===== config.mk =====
export PLATFORM = sky130hd
export DESIGN_NAME = truth_table_sequencer
export DESIGN_NICKNAME = d
export VERILOG_FILES = /design/src/rtl/truth_table_sequencer_pkg.sv /design/src/rtl/truth_table_sequencer_settle_timer.sv /design/src/rtl/truth_table_sequencer.sv
export SDC_FILE = /design/constraint.sdc
export NUM_CORES = 1
export LEC_CHECK = 0
export CAP_MARGIN = 10
export CORE_UTILIZATION = 40
export DETAILED_ROUTE_END_ITERATION = 16
export GPL_ROUTABILITY_DRIVEN = 0
export PLACE_DENSITY = 0.75
export SETUP_SLACK_MARGIN = 0.1
export SYNTH_ARGS = -nofsm -noshare
export SYNTH_HDL_FRONTEND = slang
export SYNTH_SLANG_ARGS = --single-unit

===== constraint.sdc =====
create_clock -name clk -period 5 [get_ports clk]
set_clock_uncertainty 0.1 [all_clocks]
set_input_delay 1 -clock clk [delete_from_list [all_inputs] [get_ports clk]]
set_output_delay 1 -clock clk [all_outputs]
set_load 0.03 [all_outputs]

===== src/rtl/truth_table_sequencer_pkg.sv =====
// Shared constants for the truth-table sequencer: FSM encodings and default sizes.
package truth_table_sequencer_pkg;
  localparam logic [1:0] ST_IDLE   = 2'd0;
  localparam logic [1:0] ST_WAIT   = 2'd1;
  localparam logic [1:0] ST_SAMPLE = 2'd2;
  localparam logic [1:0] ST_FIN    = 2'd3;

  localparam int N_IN_DEF   = 3;
  localparam int N_FUNC_DEF = 3;
  localparam int SETTLE_DEF = 1;
endpackage


===== src/rtl/truth_table_sequencer_settle_timer.sv =====
// Settle counter: counts enabled cycles after a clear and flags the last settle cycle.
module settle_timer #(
  parameter int SETTLE = 1
) (
  input  logic clk,
  input  logic reset,
  input  logic clr,
  input  logic en,
  output logic expired
);
  localparam int CW = (SETTLE > 1) ? $clog2(SETTLE) : 1;
  localparam logic [CW-1:0] CNT_LAST = CW'(SETTLE - 1);

  logic [CW-1:0] cnt_reg;

  always_ff @(posedge clk or posedge reset) begin
    if (reset) begin
      cnt_reg <= '0;
    end else if (clr) begin
      cnt_reg <= '0;
    end else if (en) begin
      cnt_reg <= cnt_reg + CW'(1);
    end
  end

  assign expired = en && (cnt_reg == CNT_LAST);
endmodule


===== src/rtl/truth_table_sequencer.sv =====
// Sweeps abc over all input combinations, records gate/operator truth tables
// for the selected function pair and reports the first disagreeing vector.
module truth_table_sequencer
  import truth_table_sequencer_pkg::*;
#(
  parameter int N_IN   = N_IN_DEF,
  parameter int N_FUNC = N_FUNC_DEF,
  parameter int SETTLE = SETTLE_DEF
) (
  input  logic                 clk,
  input  logic                 reset,
  input  logic                 start,
  input  logic [1:0]           func_sel,
  output logic [N_IN-1:0]      abc,
  input  logic [N_FUNC-1:0]    y_gate,
  input  logic [N_FUNC-1:0]    y_oper,
  output logic                 busy,
  output logic                 done,
  output logic                 err,
  output logic [2**N_IN-1:0]   table_gate,
  output logic [2**N_IN-1:0]   table_oper,
  output logic                 mismatch,
  output logic [N_IN-1:0]      first_bad
);
  localparam logic [N_IN-1:0] ABC_LAST = '1;

  logic [1:0]          state_reg;
  logic [1:0]          sel_reg;
  logic [N_IN-1:0]     abc_reg;
  logic [2**N_IN-1:0]  table_gate_reg;
  logic [2**N_IN-1:0]  table_oper_reg;
  logic                mismatch_reg;
  logic [N_IN-1:0]     first_bad_reg;
  logic                err_reg;

  logic start_ok;
  logic g_bit;
  logic o_bit;
  logic timer_clr;
  logic timer_en;
  logic timer_expired;

  assign start_ok = start && (32'(func_sel) < N_FUNC);
  assign g_bit    = y_gate[sel_reg];
  assign o_bit    = y_oper[sel_reg];

  // Counter restarts whenever a fresh abc value is driven.
  assign timer_clr = ((state_reg == ST_IDLE) && start_ok) ||
                     ((state_reg == ST_SAMPLE) && (abc_reg != ABC_LAST));
  assign timer_en  = (state_reg == ST_WAIT);

  settle_timer #(.SETTLE(SETTLE)) u_settle_timer (
    .clk     (clk),
    .reset   (reset),
    .clr     (timer_clr),
    .en      (timer_en),
    .expired (timer_expired)
  );

  always_ff @(posedge clk or posedge reset) begin
    if (reset) begin
      state_reg      <= ST_IDLE;
      sel_reg        <= '0;
      abc_reg        <= '0;
      table_gate_reg <= '0;
      table_oper_reg <= '0;
      mismatch_reg   <= 1'b0;
      first_bad_reg  <= '0;
      err_reg        <= 1'b0;
    end else begin
      case (state_reg)
        ST_IDLE: begin
          if (start) begin
            table_gate_reg <= '0;
            table_oper_reg <= '0;
            mismatch_reg   <= 1'b0;
            first_bad_reg  <= '0;
            abc_reg        <= '0;
            if (start_ok) begin
              sel_reg   <= func_sel;
              err_reg   <= 1'b0;
              state_reg <= ST_WAIT;
            end else begin
              err_reg   <= 1'b1;
              state_reg <= ST_FIN;
            end
          end
        end
        ST_WAIT: begin
          if (timer_expired) begin
            state_reg <= ST_SAMPLE;
          end
        end
        ST_SAMPLE: begin
          table_gate_reg[abc_reg] <= g_bit;
          table_oper_reg[abc_reg] <= o_bit;
          if ((g_bit != o_bit) && !mismatch_reg) begin
            mismatch_reg  <= 1'b1;
            first_bad_reg <= abc_reg;
          end
          if (abc_reg == ABC_LAST) begin
            state_reg <= ST_FIN;
          end else begin
            abc_reg   <= abc_reg + 1'b1;
            state_reg <= ST_WAIT;
          end
        end
        default: begin
          abc_reg   <= '0;
          state_reg <= ST_IDLE;
        end
      endcase
    end
  end

  assign abc        = abc_reg;
  assign busy       = (state_reg == ST_WAIT) || (state_reg == ST_SAMPLE);
  assign done       = (state_reg == ST_FIN);
  assign err        = err_reg;
  assign table_gate = table_gate_reg;
  assign table_oper = table_oper_reg;
  assign mismatch   = mismatch_reg;
  assign first_bad  = first_bad_reg;
endmodule


==> impl_results.md, run 1 <==
- Crit-path max FO: 4
- Seq/Total Area, Yosys: 0.4762
- Logic gate share of total power: 0.480
- Hold_ws: 0.3759 ns
- Antenna Nets Post-Route: 0
- Share of post-route cells with drive strength above 1: 0.04717
- Final period utilization: 0.5556
- Slowest CP cell: clkdlybuf4s50_1
- Drc violations: 0
- WP data required: 3.90 ns
- CP max stage delay: 0.66 ns
- Hold Crit Depth: 2
- Power density over the cells: 499.0 nW/µm²
- Status: completed
- CTS max path bufs: 2
- PnR worst setup slack: 2.222 ns
- R2R Path End: table_gate[4]
- Finish-stage setup viols: 0
- Via density: 5.131
- Part of the power in registers: 0.332
- Diode count: 0
- Slew Limit Headroom: 0.5844
- Mean area per synthesized cell: 8.708 µm²
- Post-DP HPWL: 2312 µm
- Die X: 63.73 µm
- Largest net degree at the start of global routing: 30
- Reg2Reg Depth: 7
- WS Path Type: flip-flop to output pin
- Chip Height: 63.73 µm
- Worst-Skew Late Latency: 0.28 ns
- Maximum clock frequency: 360.0 MHz
- Sw Share: 0.4273
- Syn nets: 192
- H-tree depth: 2
- Crit path DAT: 1.68 ns
- Synthesized instance count: 175
- Number of max-cap violations: 0
- #FFs+latches synth: 29
- FF-to-FF setup slack: 2.64 ns
- CTS Hold Buffers Added: 0
- Core region area: 3661 µm²
- Post-CTS Resized: 0
- Post-DR wirelength/cell: 12.29 µm
- Buffers on Ports: 36
- Critical path endpoint category: output pin
- GRT Util Overall: 0.1767
- Clock transition at the registers of the reported paths: 0.06 ns
- P&R area growth vs syn: 32.84%
- # rows: 22
- Hold EP: table_oper[4]
- Total power: 1.010 mW
- Final min period: 2.778 ns
- Yosys warnings: 0
- CTS tree: done
- P_sw: 0.4316 mW
- 1st-iter DRT viols: 54
- I/O Pins: 37
- DR pass1 iterations: 4
- Hold Startpoint: table_oper[4]
- Die footprint: 4061 µm²
- RSZ-0062 raised after global routing: no
- Via count: 1,334
- Post-Route WL: 3195 µm
- Worst vdd ir: 0.4165 mV
- Slew @ Worst Pin: 0.6233 ns
- Pre-CTS setup slack: 2.286 ns
- Post-CTS Setup Repair Bufs: 0
- R2r startpoint: state_reg[0]
- Total negative slack: 0 ns
- Hold Crit Class: flip-flop to flip-flop
- Overflow after GRT: 0
- Initial core utilization: 0.4163
- Clk network pwr share: 0.188
- Clock sinks: 29
- Synthesized cell area: 1524 µm²
- Number of CTS-inserted buffers: 5
- Nets: 229
- Post-synth cell types: 31
- Pint: 0.5785 mW
- Startpoint types: flip-flop
- Lkg Pwr: 0.8506 nW
- Final Max Tran Viols: 0
- First-pass GRT wire length: 5451 µm
- Hold Violations, Final: 0
- Critical-path cell list: inv_1, ha_1, clkdlybuf4s50_1
- Most frequent cells in the layout: 36 x clkdlybuf4s50_1, 35 x nand2_1, 29 x dfrtp_1
- Number of antenna violations at the first check in global routing: 0
- Number of global-route vias before repair: 1,182
- Clock root buffer: clkbuf_8
- Most common cell after layout, fill and taps aside: clkdlybuf4s50_1
[synth_stat cells (all sizes together)]
master | number | area, µm²
nand2 | 35 | 131.4
dfrtp | 29 | 725.7
o21ai | 27 | 135.1
inv | 12 | 45.04
nor2 | 9 | 33.78
o22ai | 7 | 43.79
a21oi | 6 | 30.03
clkbuf | 6 | 22.52
ha | 6 | 75.07
nand3 | 6 | 30.03
nand2b | 4 | 25.02
xor2 | 3 | 26.28
and2 | 2 | 12.51
mux2i | 2 | 20.02
nor2b | 2 | 12.51
nor3b | 2 | 15.01
o211ai | 2 | 25.02
o21a | 2 | 15.01
o31ai | 2 | 15.01
a221oi | 1 | 8.760
a22oi | 1 | 7.510
a31o | 1 | 8.760
a31oi | 1 | 6.260
buf | 1 | 11.26
nand3b | 1 | 7.510
nor3 | 1 | 5.000
o32ai | 1 | 8.760
or2 | 1 | 6.260
or3 | 1 | 6.260
xnor2 | 1 | 8.760
[worst max path at each step]
stage | start | to | depth (start not counted)
finish | state_reg[1] | busy | 3
global route | state_reg[0] | busy | 3
CTS | state_reg[1] | busy | 3
detailed placement | y_oper[0] | first_bad[0] | 6
global placement | y_oper[0] | first_bad[0] | 6
floorplan | y_oper[0] | first_bad[0] | 6
[cells by family (layout without fill, tap and decap cells)]
logic type / count (synthesis) / in the layout / synth area share
and+or+nand+nor: 64 / 64 / 0.1872
AOI/OAI and AO/OA: 51 / 51 / 0.1995
DFF: 29 / 29 / 0.4762
buffers and inverters: 19 / 56 / 0.05172
adders and majority gates: 6 / 6 / 0.04926
xor gates and xnor gates: 4 / 4 / 0.02299
muxes: 2 / 2 / 0.01314
[metrics by stage]
| step | util | cell area, µm² | std cells |
|---|---|---|---|
| final | 0.5530 | 2024 | 260 |
| after CTS | 0.5455 | 1997 | 259 |
| after global routing | 0.5530 | 2024 | 260 |
| after global placement | 0.5219 | 1911 | 252 |
| after floorplan | - | 1524 | 175 |
| after detailed placement | 0.5219 | 1911 | 252 |
[critical path, delay by kind of cell (launching register included)]
family,cells,cell delay (ns)
flops,1,0.40
fa+ha+maj,1,0.27
buf+inv,2,0.74
[routing by layer]
metal  part of all wire  GRT usage
met5                  0          0
met1               0.48     0.2286
met4              0.017    0.09091
met3              0.047    0.04529
met2               0.46     0.2699
[power groups by stage]
stage               Clock [mW]  Combinational [mW]  Sequential [mW]
global route             0.208               0.537            0.345
detailed placement           0               0.482            0.340
floorplan                    0               0.294            0.387
global placement             0               0.476            0.338
finish                   0.190               0.485            0.335
CTS                      0.196               0.484            0.336
[layout make-up]
cell class / instances / area (µm²)
clock buffers: 7 / 86.33
fillers: 338 / 1637
inverters: 12 / 45.04
multi-input cells: 127 / 719.4
flip-flops and latches: 29 / 725.7
well taps: 48 / 60.06
repair buffers: 37 / 387.9
No activity file was read; power rests on OpenSTA's default activity.
==> inputs of run 2 (changes only) <==
Clock period 5 ns to 2.7 ns, I/O delays scaled along.
==> run 2 against run 1 <==
  * Global-route usage up 0.87 points
  * Die area unchanged
  * Clock-buffer cell count unchanged
  * Clock power increased by 83%
  * First-iteration DRC count fell by 26%
  * Critical path type unchanged
  * Critical endpoint unchanged
  * Largest cell class unchanged
==> impl_results.md, run 2 (same netlist as run 1, synthesis figures left out) <==
- Total negative slack: 0 ns (unchanged)
- P&R area growth vs syn: 32.02%
- WS Path Type: flip-flop to output pin
- Via count: 1,310 (-1.8%)
- Post-DP HPWL: 2374 µm (+2.7%)
- GRT Util Overall: 0.1854 (+0.008665)
- Power density over the cells: 928.1 nW/µm² (+86%)
- FF-to-FF setup slack: 0.81 ns (-1.83 ns)
- Die footprint: 4061 µm² (unchanged)
- 1st-iter DRT viols: 40 (-26%)
- Slew Limit Headroom: 0.6785 (+0.09403)
- Largest net degree at the start of global routing: 30 (unchanged)
- Clock sinks: 29 (unchanged)
- Hold EP: table_oper[4]
- Initial core utilization: 0.4163 (unchanged)
- Multi-input logic area: 719.4 µm² (unchanged)
- Hold Startpoint: table_oper[4]
- CP top delay family: buffers and inverters
- Core region area: 3661 µm² (unchanged)
- Maximum clock frequency: 434.4 MHz
- Final Max Tran Viols: 0 (unchanged)
- Crit path DAT: 1.66 ns (-0.02 ns)
- Logic gate share of total power: 0.482 (+0.002)
- Met1 usage: 0.2328 (+0.004227)
- Post-DR wirelength/cell: 12.34 µm (+0.40%)
- Reg2Reg Depth: 7 (unchanged)
- R2r startpoint: state_reg[0]
- Nets: 230 (+0.44%)
- CTS Hold Buffers Added: 0 (unchanged)
- Drc violations: 0 (unchanged)
- Filler cells: 345 (+2.1%)
- Finish-stage setup viols: 0 (unchanged)
- Placed insts: 254 (+0.79%)
- P_sw: 0.7935 mW (+84%)
- Lkg Pwr: 0.8480 nW (-0.31%)
- Hold Violations, Final: 0 (unchanged)
- H-tree depth: 2 (unchanged)
- Status: completed
- DR pass1 iterations: 4 (unchanged)
- Worst Path Buf+Inv: 2 (unchanged)
- Sw Share: 0.4249 (-0.002357)
- Startpoint types: flip-flop
- Share of post-route cells with drive strength above 1: 0.05164 (+0.004473)
- Number of max-cap violations: 0 (unchanged)
- Post-CTS Setup Repair Bufs: 0 (unchanged)
- Met3 Usage GRT: 0.03261 (-0.01268)
- CTS max path bufs: 2 (unchanged)
- Clock root buffer: clkbuf_8
- First-pass GRT wire length: 5823 µm (+6.8%)
- Final period utilization: 0.8526
- Number of global-route vias before repair: 1,328 (+12%)
- Slew @ Worst Pin: 0.4791 ns (-0.1443 ns)
- FF+latch area: 725.7 µm² (unchanged)
- Die X: 63.73 µm (unchanged)
- Most common cell after layout, fill and taps aside: clkdlybuf4s50_1
- Gr busiest metal: met2
- CP max stage delay: 0.66 ns (about the same)
- Most frequent cells in the layout: 36 x clkdlybuf4s50_1, 35 x nand2_1, 29 x dfrtp_1
- R2R Path End: table_gate[4]
- Diode count: 0 (unchanged)
- Met2 Use GR: 0.3098 (+0.03989)
- Critical-path cell list: inv_1, ha_1, clkdlybuf4s50_1
- Pint: 1.074 mW (+86%)
- CTS tree: done
- Final min period: 2.302 ns
- Non-Filler Instances: 261 (+0.38%)
- Crit-path max FO: 4 (unchanged)
- Number of antenna violations at the first check in global routing: 0 (unchanged)
- Crit path depth: 3 (unchanged)
- Clock transition at the registers of the reported paths: 0.06 ns (about the same)
- I/O Pins: 37 (unchanged)
- Hold Crit Class: flip-flop to flip-flop
- WP data required: 2.06 ns (-1.84 ns)
- Part of the power in registers: 0.332 (about the same)
- Post-Route WL: 3220 µm (+0.78%)
- Overflow after GRT: 0 (unchanged)
- Critical path endpoint category: output pin
- Antenna Nets Post-Route: 0 (unchanged)
- Clk network pwr share: 0.186 (-0.002)
- # rows: 22 (unchanged)
- Worst vdd ir: 0.7749 mV (+86%)
- Number of CTS-inserted buffers: 5 (unchanged)
- Slowest CP cell: clkdlybuf4s50_1
- RSZ-0062 raised after global routing: no
- Hold Crit Depth: 2 (unchanged)
- Buffers on Ports: 36 (unchanged)
- Post-CTS Resized: 0 (unchanged)
- Chip Height: 63.73 µm (unchanged)
- Via density: 5.019 (-2.2%)
- Worst-Skew Late Latency: 0.27 ns (about the same)
## run 2: final cells by class
class / instances / area share
Inverter: 12 / 0.02239
Sequential cell: 29 / 0.3607
Clock buffer: 7 / 0.04291
Tap cell: 48 / 0.02985
Timing Repair Buffer: 38 / 0.1866
Multi-Input combinational cell: 127 / 0.3576
## run 2: stage by stage
step                      hold slack (ns)  power [mW]  cell area (µm²)  utilization  setup WS [ns]
after floorplan                    0.3964       1.260             1524            -         0.9703
after global placement             0.3682       1.514             1926       0.5260         0.4779
after detailed placement           0.3717       1.529             1926       0.5260         0.4474
after CTS                          0.3860       1.885             2012       0.5496         0.3762
after global routing               0.4079       2.023             2012       0.5496         0.3276
final                              0.3765       1.867             2012       0.5496         0.3980
## run 2: how the worst max path moves through the flow
| stage | startpoint | to | slack, ns |
|---|---|---|---|
| final | state_reg[1] | busy | 0.40 |
| after CTS | state_reg[0] | busy | 0.38 |
| after global placement | y_oper[0] | first_bad[0] | 0.48 |
| after floorplan | abc[0] | state_reg[1] | 0.97 |
| after global routing | state_reg[0] | busy | 0.33 |
| after detailed placement | y_oper[0] | first_bad[0] | 0.45 |
## run 2: metal layers
metal	vias to the layer above	wire length, µm
met4	0	46
met1	603	1534
met2	30	1542
li1	672	-
met5	-	0
met3	5	96
## run 2: worst min-delay path, stage by stage, from the launching register on
cell	delay [ns]
dfrtp_1	0.34
nand2_1	0.04
o21ai_0	0.06
## run 2: power groups by stage
stage	combinational [mW]	sequential, mW	clock [mW]
floorplan	0.544	0.716	0
global placement	0.888	0.626	0
detailed placement	0.901	0.628	0
CTS	0.906	0.620	0.359
global route	1.01	0.635	0.378
finish	0.900	0.620	0.347
